File: src/rtl/fb_pkg.sv
// Shared constants and types for the OLED framebuffer arbiter.
package fb_pkg;
    localparam int FB_ADDR_W = 10;
    localparam int FB_DATA_W = 8;
    localparam int FB_DEPTH  = 1024;
    localparam logic [FB_DATA_W-1:0] FB_CLR_BYTE = 8'h00;

    typedef enum logic [1:0] {
        IDLE,
        RD_ISSUED,
        RD_WAIT
    } fb_state_t;
endpackage

File: src/rtl/fb_arbiter_if.sv
// Bundle of display, writer, clear and RAM-port signals around the framebuffer arbiter.
interface fb_arbiter_if #(
    parameter int ADDR_W = fb_pkg::FB_ADDR_W,
    parameter int DATA_W = fb_pkg::FB_DATA_W
);
    logic [ADDR_W-1:0] pixel_address;
    logic [DATA_W-1:0] pixel_data;
    logic              frame_start;
    logic              wr_valid;
    logic              wr_ready;
    logic [ADDR_W-1:0] wr_addr;
    logic [DATA_W-1:0] wr_data;
    logic              clr_start;
    logic              clr_busy;
    logic              ram_en;
    logic              ram_we;
    logic [ADDR_W-1:0] ram_addr;
    logic [DATA_W-1:0] ram_wdata;
    logic [DATA_W-1:0] ram_rdata;

    // Master: screen driver, drawing engine and RAM seen from outside the arbiter.
    modport master (
        output pixel_address, wr_valid, wr_addr, wr_data, clr_start, ram_rdata,
        input  pixel_data, frame_start, wr_ready, clr_busy,
               ram_en, ram_we, ram_addr, ram_wdata
    );

    modport slave (
        input  pixel_address, wr_valid, wr_addr, wr_data, clr_start, ram_rdata,
        output pixel_data, frame_start, wr_ready, clr_busy,
               ram_en, ram_we, ram_addr, ram_wdata
    );
endinterface

File: src/rtl/fb_clear_seq.sv
// Zero-fill pointer for the framebuffer: starts at address 0, advances on each
// granted clear write and drops busy when the last address has been issued.
module fb_clear_seq
    import fb_pkg::*;
#(
    parameter int ADDR_W   = FB_ADDR_W,
    parameter int FB_DEPTH = fb_pkg::FB_DEPTH
) (
    input  logic              clk,
    input  logic              rst,
    input  logic              start,
    input  logic              advance,
    output logic [ADDR_W-1:0] ptr,
    output logic              busy
);
    localparam logic [ADDR_W-1:0] LAST_ADDR = ADDR_W'(FB_DEPTH - 1);

    always_ff @(posedge clk) begin
        if (rst) begin
            busy <= 1'b0;
            ptr  <= '0;
        end else if (!busy) begin
            if (start) begin
                busy <= 1'b1;
                ptr  <= '0;
            end
        end else if (advance) begin
            if (ptr == LAST_ADDR) begin
                busy <= 1'b0;
                ptr  <= '0;
            end else begin
                ptr <= ptr + ADDR_W'(1);
            end
        end
    end
endmodule

File: src/rtl/fb_arbiter.sv
// Single-port framebuffer scheduler: display refresh > clear fill > drawing writer.
//   state     | meaning
//   IDLE      | arbitrate one RAM access per cycle
//   RD_ISSUED | display read registered onto the RAM port
//   RD_WAIT   | RAM output valid, captured into pixel_data at the next edge
module fb_arbiter
    import fb_pkg::*;
#(
    parameter int ADDR_W   = FB_ADDR_W,
    parameter int DATA_W   = FB_DATA_W,
    parameter int FB_DEPTH = fb_pkg::FB_DEPTH
) (
    input  logic        clk,
    input  logic        rst_btn,
    fb_arbiter_if.slave bus
);
    localparam logic [ADDR_W-1:0] LAST_ADDR = ADDR_W'(FB_DEPTH - 1);

    fb_state_t         state, state_nxt;
    logic [ADDR_W-1:0] disp_addr_q;
    logic              disp_pending;
    logic [ADDR_W-1:0] clr_ptr;
    logic              clr_busy;
    logic              grant_disp;
    logic              grant_clr;
    logic              ram_en_q, ram_en_nxt;
    logic              ram_we_q, ram_we_nxt;
    logic [ADDR_W-1:0] ram_addr_q, ram_addr_nxt;
    logic [DATA_W-1:0] ram_wdata_q, ram_wdata_nxt;
    logic [DATA_W-1:0] pixel_data_q;
    logic              frame_start_q;

    fb_clear_seq #(
        .ADDR_W  (ADDR_W),
        .FB_DEPTH(FB_DEPTH)
    ) u_clear (
        .clk    (clk),
        .rst    (rst_btn),
        .start  (bus.clr_start),
        .advance(grant_clr),
        .ptr    (clr_ptr),
        .busy   (clr_busy)
    );

    // Register-only term so the writer never sees a combinational path from its own valid.
    assign bus.wr_ready    = (state == IDLE) && !disp_pending && !clr_busy;
    assign bus.clr_busy    = clr_busy;
    assign bus.ram_en      = ram_en_q;
    assign bus.ram_we      = ram_we_q;
    assign bus.ram_addr    = ram_addr_q;
    assign bus.ram_wdata   = ram_wdata_q;
    assign bus.pixel_data  = pixel_data_q;
    assign bus.frame_start = frame_start_q;

    always_comb begin
        state_nxt     = state;
        grant_disp    = 1'b0;
        grant_clr     = 1'b0;
        ram_en_nxt    = 1'b0;
        ram_we_nxt    = 1'b0;
        ram_addr_nxt  = ram_addr_q;
        ram_wdata_nxt = ram_wdata_q;
        case (state)
            IDLE: begin
                if (disp_pending) begin
                    grant_disp   = 1'b1;
                    ram_en_nxt   = 1'b1;
                    ram_addr_nxt = disp_addr_q;
                    state_nxt    = RD_ISSUED;
                end else if (clr_busy) begin
                    grant_clr     = 1'b1;
                    ram_en_nxt    = 1'b1;
                    ram_we_nxt    = 1'b1;
                    ram_addr_nxt  = clr_ptr;
                    ram_wdata_nxt = DATA_W'(FB_CLR_BYTE);
                end else if (bus.wr_valid) begin
                    ram_en_nxt    = 1'b1;
                    ram_we_nxt    = 1'b1;
                    ram_addr_nxt  = bus.wr_addr;
                    ram_wdata_nxt = bus.wr_data;
                end
            end
            RD_ISSUED: state_nxt = RD_WAIT;
            RD_WAIT:   state_nxt = IDLE;
            default:   state_nxt = IDLE;
        endcase
    end

    always_ff @(posedge clk) begin
        if (rst_btn) begin
            state         <= IDLE;
            disp_addr_q   <= '0;
            disp_pending  <= 1'b1;
            ram_en_q      <= 1'b0;
            ram_we_q      <= 1'b0;
            ram_addr_q    <= '0;
            ram_wdata_q   <= '0;
            pixel_data_q  <= '0;
            frame_start_q <= 1'b0;
        end else begin
            state         <= state_nxt;
            disp_addr_q   <= bus.pixel_address;
            ram_en_q      <= ram_en_nxt;
            ram_we_q      <= ram_we_nxt;
            ram_addr_q    <= ram_addr_nxt;
            ram_wdata_q   <= ram_wdata_nxt;
            frame_start_q <= (disp_addr_q == LAST_ADDR) && (bus.pixel_address == '0);
            // A new address arriving while a read is granted must not be lost.
            if (bus.pixel_address != disp_addr_q) begin
                disp_pending <= 1'b1;
            end else if (grant_disp) begin
                disp_pending <= 1'b0;
            end
            if (state == RD_WAIT) begin
                pixel_data_q <= bus.ram_rdata;
            end
        end
    end
endmodule

File: src/flat_wrapper.sv
// flat-port wrapper written by rule: the top's interface ports become plain ports
module fb_arbiter_flat import fb_pkg::*;
#(
    parameter int ADDR_W   = FB_ADDR_W,
    parameter int DATA_W   = FB_DATA_W,
    parameter int FB_DEPTH = fb_pkg::FB_DEPTH
)
  (clk, rst_btn, bus_pixel_address, bus_wr_valid, bus_wr_addr, bus_wr_data, bus_clr_start, bus_ram_rdata, bus_pixel_data, bus_frame_start, bus_wr_ready, bus_clr_busy, bus_ram_en, bus_ram_we, bus_ram_addr, bus_ram_wdata);
  fb_arbiter_if #(.ADDR_W(ADDR_W), .DATA_W(DATA_W)) bus_i ();
  input  logic clk;
  input  logic rst_btn;
  input wire logic [$bits(bus_i.pixel_address)-1:0] bus_pixel_address;
  input wire logic [$bits(bus_i.wr_valid)-1:0] bus_wr_valid;
  input wire logic [$bits(bus_i.wr_addr)-1:0] bus_wr_addr;
  input wire logic [$bits(bus_i.wr_data)-1:0] bus_wr_data;
  input wire logic [$bits(bus_i.clr_start)-1:0] bus_clr_start;
  input wire logic [$bits(bus_i.ram_rdata)-1:0] bus_ram_rdata;
  output wire logic [$bits(bus_i.pixel_data)-1:0] bus_pixel_data;
  output wire logic [$bits(bus_i.frame_start)-1:0] bus_frame_start;
  output wire logic [$bits(bus_i.wr_ready)-1:0] bus_wr_ready;
  output wire logic [$bits(bus_i.clr_busy)-1:0] bus_clr_busy;
  output wire logic [$bits(bus_i.ram_en)-1:0] bus_ram_en;
  output wire logic [$bits(bus_i.ram_we)-1:0] bus_ram_we;
  output wire logic [$bits(bus_i.ram_addr)-1:0] bus_ram_addr;
  output wire logic [$bits(bus_i.ram_wdata)-1:0] bus_ram_wdata;
  assign bus_i.pixel_address = bus_pixel_address;
  assign bus_i.wr_valid = bus_wr_valid;
  assign bus_i.wr_addr = bus_wr_addr;
  assign bus_i.wr_data = bus_wr_data;
  assign bus_i.clr_start = bus_clr_start;
  assign bus_i.ram_rdata = bus_ram_rdata;
  assign bus_pixel_data = bus_i.pixel_data;
  assign bus_frame_start = bus_i.frame_start;
  assign bus_wr_ready = bus_i.wr_ready;
  assign bus_clr_busy = bus_i.clr_busy;
  assign bus_ram_en = bus_i.ram_en;
  assign bus_ram_we = bus_i.ram_we;
  assign bus_ram_addr = bus_i.ram_addr;
  assign bus_ram_wdata = bus_i.ram_wdata;
  fb_arbiter #(.ADDR_W(ADDR_W), .DATA_W(DATA_W), .FB_DEPTH(FB_DEPTH)) u_core (.clk(clk), .rst_btn(rst_btn), .bus(bus_i));
endmodule
File: config.mk
export PLATFORM = sky130hd
export DESIGN_NAME = fb_arbiter_flat
export DESIGN_NICKNAME = d
export VERILOG_FILES = /design/src/rtl/fb_pkg.sv /design/src/rtl/fb_arbiter_if.sv /design/src/rtl/fb_clear_seq.sv /design/src/rtl/fb_arbiter.sv /design/src/flat_wrapper.sv
export SDC_FILE = /design/constraint.sdc
export NUM_CORES = 1
export LEC_CHECK = 0
export ABC_AREA = 1
export CORE_MARGIN = 2
export CORE_UTILIZATION = 30
export CTS_CLUSTER_DIAMETER = 60
export DETAILED_ROUTE_END_ITERATION = 8
export PLACE_DENSITY = 0.55
export SLEW_MARGIN = 30
export SYNTH_ARGS = -nofsm -noshare
export SYNTH_HDL_FRONTEND = slang
export SYNTH_SLANG_ARGS = --single-unit
File: constraint.sdc
create_clock -name clk -period 1.25 [get_ports clk]
set_input_delay 0.25 -clock clk [delete_from_list [all_inputs] [get_ports clk]]
set_output_delay 0.25 -clock clk [all_outputs]
set_load 0.02 [all_outputs]
Word-level counts from Yosys, hierarchy flattened:

Cells that the tools add are included.

* register bits after elaboration: 53
* word-level logic and storage cells: 60

* bitwise gates (word level): 2
* eq/ne operators: 7
* add/subtract/negate cells: 1
* muxes and demuxes: 23
* reduce and logical (&&, ||, !) cells: 16

Operator list (count)
* two-way mux 10 bit: 7
* equality test 10 bit (second input constant): 2
* two-way mux 8 bit: 2
* two-way mux 1 bit: 12
* adder 10 x 1 -> 10 bit (second input constant): 1
* zero test 10 bit: 1
* inequality test 10 bit: 1
* inequality test 2 x 1 -> 1 bit (second input constant): 2
* case mux 2 bit (2 select lines): 1
* AND reduction 2 bit: 2
* nonzero test 2 bit: 2
* OR reduction 2 bit: 2
* logical AND 1 bit: 3
* AND reduction 3 bit: 1
* nonzero test 3 bit: 1
* OR reduction 3 bit: 1
* equality test 2 x 1 -> 1 bit (second input constant): 1
* equality test 2 bit (second input constant): 1
* zero test 1 bit: 2
* zero test 2 bit: 1
* two-way mux 2 bit: 1
* inverter 1 bit: 2

Depth between registers and ports, before layout:

Gate-level depths: netlist of run 1.

* depth after elaboration: 5
* mapped depth: 8
* depth with buffers taken out: 8

Cells and area by module:

Synthesis of run 1 repeated with hierarchy kept, for this count alone.

* cells, all modules: 366
* area, all modules: 2451.1 um2

Modules (own cells, without submodules)
* fb_arbiter: area an instance 1829.3 um2, cells each 269, instances 1
* fb_clear_seq: area an instance 621.8 um2, cells each 97, instances 1

Worst setup path before layout of run 1:

No wires, ideal clock.

* path kind: reg-to-reg
* start: register u_core.u_clear.ptr[1]
* end: register u_core.u_clear.ptr[9]
* data required time: 1.131 ns
* path buffers: 0
* data arrival time: 1.114 ns
* cell stages (with the launch flop): 9
* setup slack: 0.016 ns
* cell sequence: dfxtp_1 ha_1 nand2_2 nor2_1 nand3_1 nand2_2 inv_2 nand3_1 a21oi_1

* longest elaborated chain between the ends: 4

RTL lines
* start: declaration: line fb_clear_seq.sv:13 `output logic [ADDR_W-1:0] ptr,`
* start signal: assignment: line fb_clear_seq.sv:32 `ptr <= ptr + ADDR_W'(1);`
* adder 10 x 1 -> 10 bit / equality test 10 bit (equally long branches): line fb_clear_seq.sv:32, fb_clear_seq.sv:28
* two-way mux 10 bit (*): line fb_clear_seq.sv:28 `if (ptr == LAST_ADDR) begin`
* two-way mux 10 bit (*): line fb_clear_seq.sv:27 `end else if (advance) begin`
* two-way mux 10 bit (*): line fb_clear_seq.sv:22 `end else if (!busy) begin`

Mark *: on every way between the ends. The rest lies on a longest branch, timed or not. The select of a mux whose other input is x is not followed.
A chain may end at the register's enable or synchronous reset.

Final worst setup path of run 1:

* start: register u_core.state[1]
* end: output bus_wr_ready

* longest elaborated chain between the ends: 3

RTL lines
* start: declaration: line fb_arbiter.sv:19 `fb_state_t state, state_nxt;`
* start signal: assignment: line fb_arbiter.sv:101 `state <= state_nxt;`
* zero test 2 bit: line fb_arbiter.sv:46 `assign bus.wr_ready = (state == IDLE) && !disp_pending && !clr_busy;`
* logical AND 1 bit (2 in series): line fb_arbiter.sv:46
* end: declaration: line flat_wrapper.sv:20 `output wire logic [$bits(bus_i.wr_ready)-1:0] bus_wr_ready;`

Every way passes these cells.

==> impl_metrics.sql, run 1 <==
INSERT INTO impl_metrics (metric_group, metric, value, unit) VALUES
('sta', 'hold_viol_final', '0', ''),
('finish', 'nNetsFinal', '458', ''),
('finish', 'synthToLayoutAreaGrowth', '51.7', '%'),
('sta', 'report.final.slew_viol_count', '0', ''),
('critical_path', 'timing.critical_path.to_type', 'output port', ''),
('synth', 'synth_warn', '0', ''),
('routing', 'viasPerCell', '4.53', ''),
('routing', 'drt_iter0_drc', '99', ''),
('run_status', 'violations', 'setup timing', ''),
('power_and_ir_drop', 'fin_total_pwr', '0.00352', 'W'),
('routing', 'route.detailed.wl_per_inst', '12.7', 'microns'),
('clock_tree', 'cts-buffers-inserted', '5', ''),
('place', 'gp_routability_congestion', '0.862', ''),
('place', 'port_buffers', '70', ''),
('critical_path', 'destination_of_the_critical_timing_path', 'bus_wr_ready', ''),
('floorplan', 'die-area', '8460', 'sq um'),
('floorplan', 'start_util', '30.5', '%'),
('critical_path', 'path_max_fanout', '2', ''),
('routing', 'detailedRoute.firstPassIterationCount', '4', ''),
('synth', 'cell_area_after_synthesis', '2320', 'sq um'),
('sta', 'final.setup_skew', '0.00489', 'ns'),
('synth', 'syn-mean-instance-area', '7.35', 'sq um'),
('synth', 'yosysUniqueCellTypes', '28', ''),
('synth', 'netlist.area_leader.share', '45.7', '%'),
('global_routing', 'grt.busiest_layer', 'met2', ''),
('routing', 'detail_route.wirelength', '6.60', 'mm'),
('floorplan', 'die_height', '92.0', 'microns'),
('floorplan', 'core_area', '7610', 'sq um'),
('synth', 'syn-num-nets', '357', ''),
('routing', 'detail-route-antenna-nets', '0', ''),
('sta', 'max_slew_margin', '81.5', '%'),
('power_and_ir_drop', 'vdd_drop_max', '0.000482', 'V'),
('critical_path', 'endpoint_of_the_worst_register_to_register_path', 'u_core.u_clear.ptr[6]', ''),
('clock_tree', 'clockRootBuffer', 'clkbuf_8', ''),
('routing', 'drcViolationCount', '0', ''),
('job', 'maxcap_violations', '0', ''),
('floorplan', 'design.portCount', '71', ''),
('global_routing', 'grt_util_all_layers', '16.5', '%'),
('global_routing', 'global_route.usage.met1', '22.2', '%'),
('synth', 'dominant_cell_type_by_area_after_synthesis', 'dfxtp_1', ''),
('critical_path', 'critical_path_arrival', '1.09', 'ns'),
('finish', 'most_frequent_standard_cell_in_the_layout_excluding_fill_and_tap_cells', 'nand2_1', ''),
('critical_path', 'reg2reg_from', 'u_core.state[1]', ''),
('clock_tree', 'cts.clk_slew.worst_paths', '0.10', 'ns'),
('sta', 'setup_viol', '6', ''),
('critical_path', 'r2r_setup_slack', '-0.08', 'ns'),
('place', 'dp.final_hpwl', '5.01', 'mm'),
('clock_tree', 'ctsHtreeMaxLevel', '2', ''),
('critical_path', 'startpoint_type', 'flip-flop', ''),
('clock_tree', 'clock_insertion_delay_worst_skew', '0.31', 'ns'),
('synth', 'instance_count_of_the_mapped_netlist', '316', ''),
('global_routing', 'grt.overflow.total', '0', ''),
('sta', 'max_clock_freq', '748', 'MHz'),
('floorplan', 'die_w', '92.0', 'microns'),
('critical_path', 'timing.reg2reg.worst_path_depth', '7', ''),
('place', 'dpl_cell_area', '3330', 'sq um'),
('finish', 'antennaDiodeCount', '0', ''),
('synth', 'seq_area_frac_synth', '45.7', '%'),
('global_routing', 'via_count_of_the_first_global_routing_pass', '2317', ''),
('routing', 'num_vias', '2353', ''),
('clock_tree', 'clock_sinks', '53', ''),
('sta', 'rsz0062_at_grt', 'yes', ''),
('global_routing', 'grt_antenna_before_repair', '0', ''),
('floorplan', 'placementRows', '32', ''),
('power_and_ir_drop', 'power_leakage', '1.43', 'nW'),
('clock_tree', 'cts-hold-fix-buffers', '0', ''),
('finish', 'final_layout_size_suffix_gt1_share', '26.6', '%'),
('sta', 'finalWorstSetupSlack', '-0.0864', 'ns'),
('finish', 'layout.cell_area.non_filler', '3520', 'sq um'),
('run_status', 'status', 'finished, violations left', ''),
('critical_path', 'cp.required', '1.00', 'ns');
[power breakdown]
group / leakage, nW / internal [W] / switching (W) / total [W]
Sequential: 0.435 / 0.00177 / 0.0000575 / 0.00182
Clock: 0.0518 / 0.000461 / 0.000600 / 0.00106
Combinational: 0.941 / 0.000311 / 0.000327 / 0.000638
[worst min path at each step]
stage,startpoint,endpoint,slack [ns],depth (start not counted)
5_1_grt,u_core.bus.ram_wdata[1],u_core.bus.ram_wdata[1],0.50,2
3_3_place_gp,u_core.bus.ram_wdata[5],u_core.bus.ram_wdata[5],0.45,2
2_1_floorplan,bus_pixel_address[3],u_core.disp_addr_q[3],0.37,2
6_report,u_core.bus.ram_wdata[7],u_core.bus.ram_wdata[7],0.47,2
4_1_cts,u_core.bus.ram_wdata[7],u_core.bus.ram_wdata[7],0.47,2
3_5_place_dp,u_core.bus.ram_wdata[7],u_core.bus.ram_wdata[7],0.46,2
[layout make-up]
type                       count  area, sq um
clock buffer                   6         82.6
clock inverter                 2         17.5
fill                         791         4090
inverter                      33          133
multi-input combinational    218         1190
sequential                    53         1070
tap                          102          128
timing repair buffer         105          896
timing repair inverter         1         7.51
[what timing repair did]
| action | CTS | global route |
|---|---|---|
| buffers inserted | 3 | 0 |
| pin swaps | 8 | 9 |
| endpoints found under the setup margin | 61 | 55 |
| cloned | 1 | 1 |
| gates resized for setup | 83 | 48 |
[cells by family after synthesis]
family / synth area share [%]
adder cells (fa/ha/maj): 0.539
XOR/XNOR: 1.51
flip-flops: 45.7
AND/OR/NAND/NOR: 25.2
AO/OA/AOI/OAI: 19.3
buffers and inverters: 7.76
[synth_stat cells (all sizes together)]
| cell | n |
|---|---|
| nor2 | 44 |
| xor2 | 3 |
| nor4 | 2 |
| ha | 1 |
| a21oi | 39 |
| nand2 | 55 |
| nand3 | 19 |
| dfxtp | 53 |
| o22ai | 1 |
| xnor2 | 1 |
| or2 | 5 |
| clkbuf | 6 |
| o21ai | 29 |
| inv | 33 |
| o211ai | 12 |
| buf | 6 |
| nand4 | 2 |
| nor3 | 5 |
[worst max-delay path: stages, from the launching register on]
cell     delay, ns
dfxtp_2       0.35
nor2_4        0.13
nand2_4       0.06
nor2_1        0.09
buf_4         0.15
[state kept, by name, summed over array words and instances (netlist names)]
register                count
u_core.disp_pending         1
u_core.state                2
u_core.bus.ram_addr        10
u_core.disp_addr_q         10
u_core.bus.ram_we           1
u_core.u_clear.busy         1
u_core.bus.ram_en           1
u_core.bus.frame_start      1
u_core.bus.pixel_data       8
u_core.u_clear.ptr         10
u_core.bus.ram_wdata        8
[metrics by stage]
| stage | hold WS (ns) | setup slack [ns] | std cells | TNS (ns) | utilization [%] |
|---|---|---|---|---|---|
| floorplan | 0.372 | 0.0163 | 316 | 0 | - |
| detailed placement | 0.458 | -0.302 | 508 | -7.25 | 43.8 |
| global placement | 0.455 | -0.268 | 508 | -6.77 | 43.8 |
| global route | 0.495 | -0.127 | 520 | -1.48 | 46.3 |
| finish | 0.471 | -0.0864 | 520 | -0.394 | 46.3 |
| CTS | 0.470 | -0.176 | 520 | -1.87 | 46.7 |
[routing by layer]
layer	routed length, microns	share of wire, %
met5	0	0
met4	85	1.3
met3	202	3.1
met2	3200	49
met1	3100	47
Power figures use the tool's default switching activity.
==> inputs of run 2 (changes only) <==
--- a/config.mk
+++ b/config.mk
@@ -6,7 +6,7 @@
 export NUM_CORES = 1
 export LEC_CHECK = 0
 export ABC_AREA = 1
-export CORE_MARGIN = 2
+export CORE_MARGIN = 1.5
 export CORE_UTILIZATION = 30
 export CTS_CLUSTER_DIAMETER = 60
 export DETAILED_ROUTE_END_ITERATION = 8
==> run 2 against run 1 <==
The flow still finishes with violations (setup timing). Hold slack lost 0.0023 ns. Sequential share of layout area shrank 0.92 points. Sequential cell count is the same. Fmax grew 2.2%. Clock skew grew 0.0053 ns. Critical path type unchanged. Critical endpoint unchanged. Highest routed layer unchanged.
==> impl_metrics.sql, run 2 (synthesized netlist as in run 1, its figures left out) <==
INSERT INTO impl_metrics (metric_group, metric, value, unit) VALUES
('sta', 'finalWorstSetupSlack', '-0.0574', 'ns'),
('finish', 'final_core_utilization', '49.3', '%'),
('clock_tree', 'cts.clk_slew.worst_paths', '0.09', 'ns'),
('global_routing', 'via_count_of_the_first_global_routing_pass', '2274', ''),
('routing', 'routedLengthMet1', '3.23', 'mm'),
('finish', 'ff_latch_area', '1070', 'sq um'),
('floorplan', 'start_util', '31.5', '%'),
('global_routing', 'grt.overflow.total', '0', ''),
('routing', 'detailedRoute.firstPassIterationCount', '4', ''),
('critical_path', 'startpoint_type', 'flip-flop', ''),
('clock_tree', 'clockRootBuffer', 'clkbuf_8', ''),
('place', 'dpl_cell_area', '3390', 'sq um'),
('finish', 'antennaDiodeCount', '0', ''),
('clock_tree', 'ctsHtreeMaxLevel', '2', ''),
('critical_path', 'cp.required', '1.00', 'ns'),
('power_and_ir_drop', 'power_leakage', '1.46', 'nW'),
('finish', 'nNetsFinal', '462', ''),
('routing', 'route.detailed.wl_per_inst', '12.9', 'microns'),
('sta', 'hold_viol_final', '0', ''),
('global_routing', 'grt_antenna_before_repair', '0', ''),
('sta', 'max_clock_freq', '765', 'MHz'),
('routing', 'detail_route.wirelength', '6.68', 'mm'),
('sta', 'rsz0062_at_grt', 'yes', ''),
('finish', 'multi_input_area', '1230', 'sq um'),
('routing', 'drcViolationCount', '0', ''),
('clock_tree', 'cts-hold-fix-buffers', '0', ''),
('critical_path', 'path_class', 'flip-flop to output port', ''),
('global_routing', 'grt_util_all_layers', '15.8', '%'),
('sta', 'totalNegativeSetupSlack', '-0.218', 'ns'),
('floorplan', 'design.portCount', '71', ''),
('floorplan', 'die_height', '91.0', 'microns'),
('clock_tree', 'clock_tree.buffer_depth', '2', ''),
('sta', 'setup_viol', '6', ''),
('sta', 'final_period_minus_worst_setup_slack', '1.31', 'ns'),
('power_and_ir_drop', 'power.density_cell_area', '994', 'nW/um^2'),
('routing', 'num_vias', '2406', ''),
('critical_path', 'timing.critical_path.to_type', 'output port', ''),
('sta', 'max_slew_margin', '81.5', '%'),
('sta', 'period_share', '105', '%'),
('floorplan', 'core_area', '7370', 'sq um'),
('finish', 'mostFrequentLayoutCells', 'nand2_1 (48), dfxtp_1 (46), clkdlybuf4s50_1 (39)', ''),
('global_routing', 'grt_pass1_wl', '10.6', 'mm'),
('sta', 'final.setup_skew', '0.0102', 'ns'),
('routing', 'detail-route-antenna-nets', '0', ''),
('routing', 'viasPerCell', '4.63', ''),
('critical_path', 'critical_path_arrival', '1.06', 'ns'),
('critical_path', 'path_max_fanout', '2', ''),
('clock_tree', 'tritoncts', 'done', ''),
('run_status', 'status', 'finished, violations left', ''),
('floorplan', 'die-area', '8280', 'sq um'),
('floorplan', 'die_w', '91.0', 'microns'),
('place', 'gp_routability_congestion', '0.830', ''),
('floorplan', 'placementRows', '31', ''),
('finish', 'final_layout_size_suffix_gt1_share', '26.4', '%'),
('place', 'dp.final_hpwl', '4.92', 'mm'),
('power_and_ir_drop', 'vdd_drop_max', '0.000494', 'V'),
('routing', 'route.top_layer_used', 'met4', ''),
('clock_tree', 'cts-buffers-inserted', '5', ''),
('sta', 'tightestPinTransition', '0.275', 'ns'),
('finish', 'synthToLayoutAreaGrowth', '56.6', '%'),
('power_and_ir_drop', 'fin_total_pwr', '0.00362', 'W'),
('global_routing', 'grt_start_max_net_pins', '20', ''),
('hold_path', 'min_path_type', 'flip-flop to flip-flop', ''),
('place', 'port_buffers', '70', ''),
('routing', 'total_length_of_routed_met3_wires', '407', 'microns'),
('finish', 'final.fill_count', '742', ''),
('finish', 'layout.cell_area.non_filler', '3640', 'sq um'),
('sta', 'report.final.slew_viol_count', '0', ''),
('clock_tree', 'clock_insertion_delay_worst_skew', '0.30', 'ns'),
('finish', 'most_frequent_standard_cell_in_the_layout_excluding_fill_and_tap_cells', 'nand2_1', ''),
('routing', 'drt_iter0_drc', '120', ''),
('clock_tree', 'clock_sinks', '53', ''),
('job', 'maxcap_violations', '0', ''),
('run_status', 'violations', 'setup timing', ''),
('routing', 'met2WireLength', '2.99', 'mm');
run 2: changes by cell type in the layout (fill, tap and decap cells not counted), moves of 3 or more:
cell / delta
buf_4: +4
nand2_1: -3
a21oi_1: -7
a21oi_2: +5
o21ai_1: +5
clkdlybuf4s15_1: +10
o21ai_0: -5
nand2_2: +3
clkbuf_2: -8
run 2: per-layer routing:
metal,vias to the layer above,GRT usage [%]
met5,-,0
met4,0,3.52
met3,6,4.69
met2,59,24.8
met1,1095,21.3
li1,1246,-
run 2: worst max-delay path, cell delays in order (launching register included):
cell and delay [ns]:
dfxtp_2 0.34, nor2_4 0.13, nand2_4 0.07, nor2_2 0.09
buf_6 0.12
run 2: per-stage QoR:
stage,worst slack (ns),instances,hold WS [ns]
after floorplan,0.0163,316,0.372
after global placement,-0.299,511,0.453
after detailed placement,-0.347,511,0.455
after CTS,-0.0757,520,0.468
after global routing,-0.109,520,0.484
final,-0.0574,520,0.468
run 2: final timing paths:
path                      startpoint                      end  slack, ns  cells past startpoint
min          u_core.bus.ram_wdata[1]  u_core.bus.ram_wdata[1]       0.47                      2
max reg2reg          u_core.state[1]    u_core.u_clear.ptr[4]      -0.04                      7
max                  u_core.state[1]             bus_wr_ready      -0.06                      4
min reg2reg  u_core.bus.ram_wdata[1]  u_core.bus.ram_wdata[1]       0.47                      2
run 2: area by class of cell:
type / count / area share, %
Clock buffer: 5 / 1.89
Timing Repair Buffer: 109 / 26.5
Timing Repair inverter: 1 / 0.206
Tap cell: 99 / 3.41
Multi-Input combinational cell: 218 / 33.9
Sequential cell: 53 / 29.5
Clock inverter: 2 / 0.964
Inverter: 33 / 3.72
run 2: repair_timing:
item,in CTS,in global routing
gates cloned,1,0
endpoints found under the hold margin,0,0
gates resized for setup,60,73
buffers inserted,1,1
endpoints found under the setup margin,50,51
pin swaps,4,8
run 2: where the power goes:
group	total, W	leakage, nW	internal (W)	switching (W)
clock	0.00114	0.0540	0.000583	0.000552
combinational	0.000655	0.965	0.000320	0.000334
sequential	0.00182	0.436	0.00177	0.0000578
total	0.00362	1.46	0.00267	0.000945
